$ cat config.mk
export PLATFORM = sky130hd
export DESIGN_NAME = reg_file_mp_flat
export DESIGN_NICKNAME = d
export VERILOG_FILES = /design/src/rtl/reg_file_mp_pkg.sv /design/src/rtl/reg_file_mp_if.sv /design/src/rtl/reg_file_mp_rd_port.sv /design/src/rtl/reg_file_mp.sv /design/src/flat_wrapper.sv
export SDC_FILE = /design/constraint.sdc
export NUM_CORES = 2
export LEC_CHECK = 0
export ABC_AREA = 1
export CAP_MARGIN = 20
export CORE_ASPECT_RATIO = 0.9
export CORE_MARGIN = 1
export CORE_UTILIZATION = 50
export CTS_CLUSTER_SIZE = 40
export DETAILED_ROUTE_END_ITERATION = 16
export PLACE_DENSITY = 0.66
export SETUP_SLACK_MARGIN = 0.05
export SYNTH_ARGS = -nofsm -noshare
export SYNTH_HDL_FRONTEND = slang
export SYNTH_HIERARCHICAL = 1
export SYNTH_SLANG_ARGS = --single-unit
$ cat constraint.sdc
create_clock -name clk -period 57.1 [get_ports clk]
set_clock_uncertainty 0.2 [all_clocks]
set_input_delay 17.13 -clock clk [delete_from_list [all_inputs] [get_ports clk]]
set_output_delay 17.13 -clock clk [all_outputs]
set_load 0.005 [all_outputs]
$ cat src/rtl/reg_file_mp_pkg.sv
// Shared constants for the MIPS32 register bank: the hardwired-zero index and
// the default geometry.
package reg_file_mp_pkg;

  localparam int REG_ZERO     = 0;
  localparam int DEF_DATA_W   = 32;
  localparam int DEF_NUM_REGS = 32;
  localparam int DEF_NUM_RD   = 2;

endpackage

$ cat src/rtl/reg_file_mp_if.sv
// Decode/writeback-facing bus of the register bank: packed read ports, one
// byte-enabled write port, and the issue/retire strobes of the scoreboard.
interface reg_file_mp_if
  import reg_file_mp_pkg::*;
#(
    parameter int DATA_W   = DEF_DATA_W,
    parameter int NUM_REGS = DEF_NUM_REGS,
    parameter int NUM_RD   = DEF_NUM_RD
);
    localparam int ADDR_W = $clog2(NUM_REGS);
    localparam int BE_W   = DATA_W / 8;

    logic [NUM_RD*ADDR_W-1:0] rd_addr;
    logic [NUM_RD*DATA_W-1:0] rd_data;
    logic [NUM_RD-1:0]        rd_busy;
    logic                     wr_en;
    logic [ADDR_W-1:0]        wr_addr;
    logic [DATA_W-1:0]        wr_data;
    logic [BE_W-1:0]          wr_be;
    logic                     iss_en;
    logic [ADDR_W-1:0]        iss_addr;
    logic                     ret_en;
    logic [ADDR_W-1:0]        ret_addr;

    modport master (
        output rd_addr, wr_en, wr_addr, wr_data, wr_be,
               iss_en, iss_addr, ret_en, ret_addr,
        input  rd_data, rd_busy
    );

    modport slave (
        input  rd_addr, wr_en, wr_addr, wr_data, wr_be,
               iss_en, iss_addr, ret_en, ret_addr,
        output rd_data, rd_busy
    );
endinterface

$ cat src/rtl/reg_file_mp_rd_port.sv
// One combinational read port: address mux, optional same-cycle write bypass
// merged per byte, and the load-use busy term.
module reg_file_mp_rd_port
  import reg_file_mp_pkg::*;
#(
    parameter int DATA_W   = DEF_DATA_W,
    parameter int NUM_REGS = DEF_NUM_REGS,
    parameter int BYPASS   = 1,
    localparam int ADDR_W  = $clog2(NUM_REGS),
    localparam int BE_W    = DATA_W / 8
) (
    input  logic                             rst_i,
    input  logic [ADDR_W-1:0]                rd_addr_i,
    input  logic [NUM_REGS-1:0][DATA_W-1:0]  bank_i,
    input  logic [NUM_REGS-1:0]              pend_i,
    input  logic                             wr_en_i,
    input  logic [ADDR_W-1:0]                wr_addr_i,
    input  logic [DATA_W-1:0]                wr_data_i,
    input  logic [BE_W-1:0]                  wr_be_i,
    input  logic                             ret_en_i,
    input  logic [ADDR_W-1:0]                ret_addr_i,
    output logic [DATA_W-1:0]                rd_data_o,
    output logic                             rd_busy_o
);
    logic is_zero;
    logic wr_hit;
    logic ret_hit;

    assign is_zero = (rd_addr_i == ADDR_W'(REG_ZERO));
    assign wr_hit  = (BYPASS != 0) && wr_en_i && (wr_addr_i == rd_addr_i);
    assign ret_hit = ret_en_i && (ret_addr_i == rd_addr_i);

    always_comb begin
        rd_data_o = bank_i[rd_addr_i];
        if (wr_hit) begin
            for (int k = 0; k < BE_W; k++) begin
                if (wr_be_i[k]) rd_data_o[k*8 +: 8] = wr_data_i[k*8 +: 8];
            end
        end
        // Reset gates the port so an in-flight write cannot leak through the bypass.
        if (is_zero || rst_i) rd_data_o = '0;
    end

    assign rd_busy_o = pend_i[rd_addr_i] & ~ret_hit & ~rst_i;

endmodule

$ cat src/rtl/reg_file_mp.sv
// MIPS32 register bank: NUM_RD combinational read ports, one byte-enabled
// write port, r0 hardwired to zero, and a per-register pending-write scoreboard.
module reg_file_mp
  import reg_file_mp_pkg::*;
#(
    parameter int DATA_W   = DEF_DATA_W,
    parameter int NUM_REGS = DEF_NUM_REGS,
    parameter int NUM_RD   = DEF_NUM_RD,
    parameter int BYPASS   = 1,
    localparam int ADDR_W  = $clog2(NUM_REGS),
    localparam int BE_W    = DATA_W / 8
) (
    input logic          clk,
    input logic          rst,
    reg_file_mp_if.slave bus
);
    logic [NUM_REGS-1:0][DATA_W-1:0] bank_q, bank_d;
    logic [NUM_REGS-1:0]             pend_q, pend_d;

    logic [NUM_RD-1:0][ADDR_W-1:0]   rd_addr_w;
    logic [NUM_RD-1:0][DATA_W-1:0]   rd_data_w;
    logic [NUM_RD-1:0]               rd_busy_w;

    assign rd_addr_w   = bus.rd_addr;
    assign bus.rd_data = rd_data_w;
    assign bus.rd_busy = rd_busy_w;

    always_comb begin
        bank_d = bank_q;
        if (bus.wr_en && bus.wr_addr != ADDR_W'(REG_ZERO)) begin
            for (int k = 0; k < BE_W; k++) begin
                if (bus.wr_be[k]) bank_d[bus.wr_addr][k*8 +: 8] = bus.wr_data[k*8 +: 8];
            end
        end
        bank_d[REG_ZERO] = '0;
    end

    // Issue is applied after retire so a back-to-back producer keeps the bit set.
    always_comb begin
        pend_d = pend_q;
        if (bus.ret_en) pend_d[bus.ret_addr] = 1'b0;
        if (bus.iss_en) pend_d[bus.iss_addr] = 1'b1;
        pend_d[REG_ZERO] = 1'b0;
    end

    always_ff @(posedge clk or posedge rst) begin
        if (rst) begin
            bank_q <= '0;
            pend_q <= '0;
        end else begin
            bank_q <= bank_d;
            pend_q <= pend_d;
        end
    end

    for (genvar i = 0; i < NUM_RD; i++) begin : g_rd
        reg_file_mp_rd_port #(
            .DATA_W   (DATA_W),
            .NUM_REGS (NUM_REGS),
            .BYPASS   (BYPASS)
        ) u_rd (
            .rst_i      (rst),
            .rd_addr_i  (rd_addr_w[i]),
            .bank_i     (bank_q),
            .pend_i     (pend_q),
            .wr_en_i    (bus.wr_en),
            .wr_addr_i  (bus.wr_addr),
            .wr_data_i  (bus.wr_data),
            .wr_be_i    (bus.wr_be),
            .ret_en_i   (bus.ret_en),
            .ret_addr_i (bus.ret_addr),
            .rd_data_o  (rd_data_w[i]),
            .rd_busy_o  (rd_busy_w[i])
        );
    end

endmodule

$ cat src/flat_wrapper.sv
// flat-port wrapper written by rule: the top's interface ports become plain ports
module reg_file_mp_flat import reg_file_mp_pkg::*;
#(
    parameter int DATA_W   = DEF_DATA_W,
    parameter int NUM_REGS = DEF_NUM_REGS,
    parameter int NUM_RD   = DEF_NUM_RD,
    parameter int BYPASS   = 1,
    localparam int ADDR_W  = $clog2(NUM_REGS),
    localparam int BE_W    = DATA_W / 8
)
  (clk, rst, bus_rd_addr, bus_wr_en, bus_wr_addr, bus_wr_data, bus_wr_be, bus_iss_en, bus_iss_addr, bus_ret_en, bus_ret_addr, bus_rd_data, bus_rd_busy);
  reg_file_mp_if #(.DATA_W(DATA_W), .NUM_REGS(NUM_REGS), .NUM_RD(NUM_RD)) bus_i ();
  input logic clk;
  input logic rst;
  input wire logic [$bits(bus_i.rd_addr)-1:0] bus_rd_addr;
  input wire logic [$bits(bus_i.wr_en)-1:0] bus_wr_en;
  input wire logic [$bits(bus_i.wr_addr)-1:0] bus_wr_addr;
  input wire logic [$bits(bus_i.wr_data)-1:0] bus_wr_data;
  input wire logic [$bits(bus_i.wr_be)-1:0] bus_wr_be;
  input wire logic [$bits(bus_i.iss_en)-1:0] bus_iss_en;
  input wire logic [$bits(bus_i.iss_addr)-1:0] bus_iss_addr;
  input wire logic [$bits(bus_i.ret_en)-1:0] bus_ret_en;
  input wire logic [$bits(bus_i.ret_addr)-1:0] bus_ret_addr;
  output wire logic [$bits(bus_i.rd_data)-1:0] bus_rd_data;
  output wire logic [$bits(bus_i.rd_busy)-1:0] bus_rd_busy;
  assign bus_i.rd_addr = bus_rd_addr;
  assign bus_i.wr_en = bus_wr_en;
  assign bus_i.wr_addr = bus_wr_addr;
  assign bus_i.wr_data = bus_wr_data;
  assign bus_i.wr_be = bus_wr_be;
  assign bus_i.iss_en = bus_iss_en;
  assign bus_i.iss_addr = bus_iss_addr;
  assign bus_i.ret_en = bus_ret_en;
  assign bus_i.ret_addr = bus_ret_addr;
  assign bus_rd_data = bus_i.rd_data;
  assign bus_rd_busy = bus_i.rd_busy;
  reg_file_mp #(.DATA_W(DATA_W), .NUM_REGS(NUM_REGS), .NUM_RD(NUM_RD), .BYPASS(BYPASS)) u_core (.clk(clk), .rst(rst), .bus(bus_i));
endmodule
# --- After elaboration in Yosys (flattened, before gate mapping) ---
# Cells that the tools add are included.
totals:
  mem_count: 0
  regBits: 1023
  latchBits: 0
  romBits: 0
  in_bits: 66
  ramBits: 0
  wordCells: 112
op_classes:
  magnitude_cmp: 8
  add_sub_neg: 0
  n_bitwise: 10
  mul: 0
  n_eq_ne: 4
  div_mod_pow: 0
  shift: 0
  mux: 45
  n_reduce_logical: 13
op_table:
  columns: ["op", "count"]
  rows:
  - ["$mux W1024", 7]
  - ["$bwmux W1024", 4]
  - ["$demux W32 S5", 4]
  - ["$bmux W32 S5", 2]
  - ["$mux W32", 9]
  - ["$mux W8", 9]
  - ["$and A32 B32 Y32", 1]
  - ["$not A32 Y32", 1]
  - ["$or A32 B32 Y32", 1]
  - ["$lt A5 B6 Y1 const B", 5]
  - ["$mux W24", 1]
  - ["$eq A5 B5 Y1", 4]
  - ["$mux W16", 1]
  - ["$ge A5 B1 Y1 const B", 3]
  - ["$bmux W1 S5", 2]
  - ["$demux W1 S5", 2]
  - ["$logic_not A5 Y1", 2]
  - ["$logic_and A1 B1 Y1", 8]
  - ["$reduce_bool A5 Y1", 1]
  - ["$and A1 B1 Y1", 4]
  - ["$mux W1", 4]
  - ["$not A1 Y1", 3]
  - ["$logic_or A1 B1 Y1", 2]

# --- Logic depth before layout (Yosys ltp) ---
depth:
  depth_word: 15
  mapped_depth: 15

# --- By module ---
# Netlist, hierarchy kept.
modules_own_cells:
  columns: ["module", "seq_area_each_um2", "area_per_inst_um2", "instances", "cells_per_inst"]
  rows:
  - ["reg_file_mp", 25599.6, 40452.5, 1, 4662]
  - ["reg_file_mp_rd_port", 0.0, 14239.9, 2, 3400]

# --- Worst setup path after synthesis ---
# No wires, ideal clock.
synth_path:
  kind: "in2out"
  startpoint: "input port bus_rd_addr[3]"
  endpoint: "output port bus_rd_data[24]"
  path_stages: 8
  required_time_ps: 39770
  arrival_ps: 18265
  setup_slack_ps: 21505
  path_cell_list: "buf_2 > inv_2 > clkbuf_1 > clkbuf_1 > nand3_1 > nand3_1 > nand2_1 > a21oi_1"
synth_via:
  elab_chain_len: 5
  elab_cells_between_ends: 9
synth_lines:
  columns: ["item", "line", "rtl"]
  rows:
  - ["start, declared", "flat_wrapper.sv:15", "input wire logic [$bits(bus_i.rd_addr)-1:0] bus_rd_addr;"]
  - ["$bmux W32 S5", "reg_file_mp_rd_port.sv:34", "rd_data_o = bank_i[rd_addr_i];"]
  - ["$mux W32 (implied by the code)", "reg_file_mp_rd_port.sv:34", null]
  - ["$mux W8", "reg_file_mp_rd_port.sv:37", "if (wr_be_i[k]) rd_data_o[k*8 +: 8] = wr_data_i[k*8 +: 8];"]
  - ["$mux W32", "reg_file_mp_rd_port.sv:35", "if (wr_hit) begin"]
  - ["$mux W32 (*)", "reg_file_mp_rd_port.sv:41", "if (is_zero || rst_i) rd_data_o = '0;"]
  - ["end, declared", "flat_wrapper.sv:24", "output wire logic [$bits(bus_i.rd_data)-1:0] bus_rd_data;"]
# Mark *: on every way between the ends. The rest lies on a longest branch, timed or not. The select of a mux whose other input is x is not followed.

# --- Worst setup path in the final report ---
layout_path:
  startpoint: "input port bus_rd_addr[0]"
  endpoint: "output port bus_rd_data[8]"
# The elaborated chain is that of the path after synthesis.

==> results.json <==
{
  "status": "completed",
  "synth_edf_count": 0,
  "maxCapViolCount": 0,
  "nFillCells": 13756,
  "root_buffer": "clkbuf_16",
  "path_max_fanout": 99,
  "layout.nets": 11353,
  "rsz0062_at_grt": "no",
  "cts_hold_buffers": 0,
  "via_per_inst": 5.64,
  "cts_tree": "built",
  "grt_usage_pct": 40.2,
  "cts_max_level": 3,
  "cts_buffer_depth": 3,
  "min-delay-start": "u_core/bank_q[61]$_DFFE_PP0P_",
  "min_period_ns": 39.29,
  "dp_hpwl_mm": 173,
  "timing.fmax_ghz": 0.0255,
  "critPathArrivalTime_ns": 21.96,
  "leakagePower_nw": 41.4,
  "reg2reg_slack_ns": 56.12,
  "syn_area_mm2": 0.0689,
  "layout_setup_ws_ns": 17.81,
  "antenna_found_initial": 8,
  "hold_class": "flop to flop",
  "final_cell_area_mm2": 0.0747,
  "synth-async-reset-ratio_pct": 100,
  "ctsResizeCount": 0,
  "post_cts_buffers": 0,
  "fin_hold_ws_ns": 0.294,
  "syn_inst": 11462,
  "io-pin-count": 132,
  "critPathCaptureType": "output port",
  "area_growth_pct": 8.32,
  "ir_drop_uv": 24.9,
  "slew_headroom_pct": 12.8,
  "tightest_slew_ns": 1.31,
  "ys_warn_count": 6,
  "setup_viol": 0,
  "syn_avg_cell_area_um2": 6.01,
  "startpoint_type": "input pin",
  "seq_area_frac_synth_pct": 37.1,
  "postRouteAntennaNets": 0,
  "yosys_register_bits": 1023,
  "cts-buffers-inserted": 118,
  "crit_required_ns": 39.77,
  "clkLatencyLatePin_ns": 0.77,
  "min_delay_path_depth": 2,
  "rr_worst_depth": 2,
  "grt_pass1_vias": 68302,
  "clkSlewWorstSetupHoldPaths_ns": 0.06,
  "synth_ff_type": "dfrtp_1",
  "wl_per_cell_um": 21.7,
  "first_pass_iters": 7,
  "io_buffers": 131,
  "rr_endpoint": "u_core/pend_q[29]$_DFF_PP0_",
  "die_y_um": 354,
  "core_mm2": 0.136,
  "grt_overflow": 0,
  "dieArea_mm2": 0.139,
  "finalHoldViolCount": 0,
  "instances_no_fill": 13209,
  "vias": 74487,
  "drive_gt1_share_pct": 4.67,
  "post-place-cells": 12984,
  "fin_tns_setup_ns": 0,
  "cts_sinks": 1023,
  "row_count": 128,
  "place_ws_ns": 18.08,
  "finalMaxSlewViolations": 0,
  "start_util_pct": 50.6,
  "grt_max_degree": 176,
  "r2r-start": "u_core/pend_q[29]$_DFF_PP0_",
  "placed_area_mm2": 0.0706,
  "totalWireLength_mm": 286,
  "synthDistinctLibCells": 33,
  "fin_crit_sh_pct": 68.8,
  "place.gp.congestion": 0.957,
  "critPathKind": "input pin to output port",
  "pwr_density_cell_mw_per_mm2": 28.8,
  "hold_end": "u_core/bank_q[61]$_DFFE_PP0P_",
  "drt_iter0_markers": 10491,
  "drc": 0,
  "chipWidth_um": 393,
  "grt_pass1_wl_mm": 431
}
-- critical path: stages --
cell,delay [ns]
buf_8,0.19
inv_8,0.43
buf_4,0.89
buf_4,0.71
buf_4,0.73
nand2_1,0.10
nand2_1,0.09
nand2_1,0.05
nand3_1,0.09
nand3_1,0.17
nand2_1,0.11
nand2_1,0.09
nand3_1,0.11
nand2_1,0.11
inv_1,0.08
clkdlybuf4s50_1,0.50
-- power breakdown --
group          total [W]  switching (W)  internal, W
Combinational   0.000442       0.000303     0.000140
Clock           0.000804       0.000331     0.000473
Sequential      0.000902      0.0000822     0.000820
-- per-stage QoR --
step                total power [W]  utilization (%)
floorplan                   0.00120                -
global placement            0.00133             51.8
detailed placement          0.00134             51.9
CTS                         0.00214             54.8
global route                0.00224             54.8
finish                      0.00215             54.8
-- cell usage in the layout, fill, tap and decap left out, types with 8 or more instances in the layout --
cell and instances:
nor2_1 723, clkbuf_8 26, nor3_1 18, nor2_2 125
o21ai_0 318, nand3_1 1273, nand2_1 5533, conb_1 66
inv_1 1481, o21ai_1 62, nor2_4 8, xor2_1 8
inv_2 14, nand3_2 9, nand2_2 14, dfrtp_1 1023
nand4_1 100, clkbuf_1 30, clkinv_2 21, bufinv_16 12
buf_2 11, a21oi_1 32, clkdlybuf4s50_1 111, nand3b_1 56
clkbuf_16 121, buf_4 126, diode_2 10
-- final cells by class --
type	instances	area [um^2]	share of cell area [%]
Multi-Input combinational cell	8374	34700	46.5
Sequential cell	1023	25600	34.3
Inverter	1507	5710	7.64
Clock buffer	177	3500	4.69
Timing Repair Buffer	263	2370	3.18
Tap cell	1820	2280	3.05
Clock inverter	35	495	0.664
Antenna cell	10	25.0	0.0335
-- per-layer routing --
| metal | part of all wire (%) | GRT usage (%) |
|---|---|---|
| met4 | 5.9 | 21.7 |
| met5 | 0.040 | 0 |
| met1 | 39 | 55.0 |
| met2 | 40 | 56.3 |
| met3 | 15 | 12.6 |
-- state kept, by name, indices dropped and copies added, names as in the netlist --
signal and cells:
u_core/bank_q 992, u_core/pend_q 31
-- Yosys cell counts, types with 6 or more instances --
| cell type | n | area (um^2) |
|---|---|---|
| nand3_1 | 1274 | 6380 |
| nand3_2 | 9 | 90.1 |
| o21ai_0 | 318 | 1590 |
| clkbuf_1 | 171 | 642 |
| nor2_2 | 122 | 763 |
| buf_1 | 86 | 323 |
| buf_6 | 23 | 259 |
| nor2_1 | 726 | 2730 |
| nor3_1 | 18 | 90.1 |
| dfrtp_1 | 1023 | 25600 |
| o21ai_1 | 62 | 310 |
| nand2_1 | 5534 | 20800 |
| inv_2 | 21 | 78.8 |
| nand2_2 | 13 | 81.3 |
| nand2_4 | 6 | 67.6 |
| nor3_2 | 7 | 70.1 |
| xor2_1 | 8 | 70.1 |
| inv_1 | 1482 | 5560 |
| nor2_4 | 8 | 90.1 |
| buf_2 | 220 | 1100 |
| nand4_1 | 100 | 626 |
| nand3b_1 | 56 | 420 |
| buf_4 | 123 | 923 |
| a21oi_1 | 32 | 160 |
-- worst max-delay path by stage --
stage	slack (ns)	from	to
finish	17.81	bus_rd_addr[0]	bus_rd_data[8]
global route	17.73	bus_rd_addr[0]	bus_rd_data[10]
CTS	18.07	bus_rd_addr[0]	bus_rd_data[8]
detailed placement	18.08	bus_rd_addr[0]	bus_rd_data[8]
global placement	18.07	bus_rd_addr[0]	bus_rd_data[8]
floorplan	10.98	rst	u_core/bank_q[1000]$_DFFE_PP0P_
-- cells by family (layout without fill, tap and decap cells) --
| family | count (synthesis) | count (layout) | synth area share (%) |
|---|---|---|---|
| xor gates and xnor gates | 8 | 8 | 0.102 |
| and+or+nand+nor | 7878 | 7878 | 46.7 |
| buffers and inverters | 2130 | 1982 | 12.9 |
| DFF | 1023 | 1023 | 37.1 |
| other | 1 | 76 | 0.00544 |
| AOI/OAI and AO/OA | 422 | 422 | 3.09 |
Note: power is estimated with default switching activity, not from simulation.
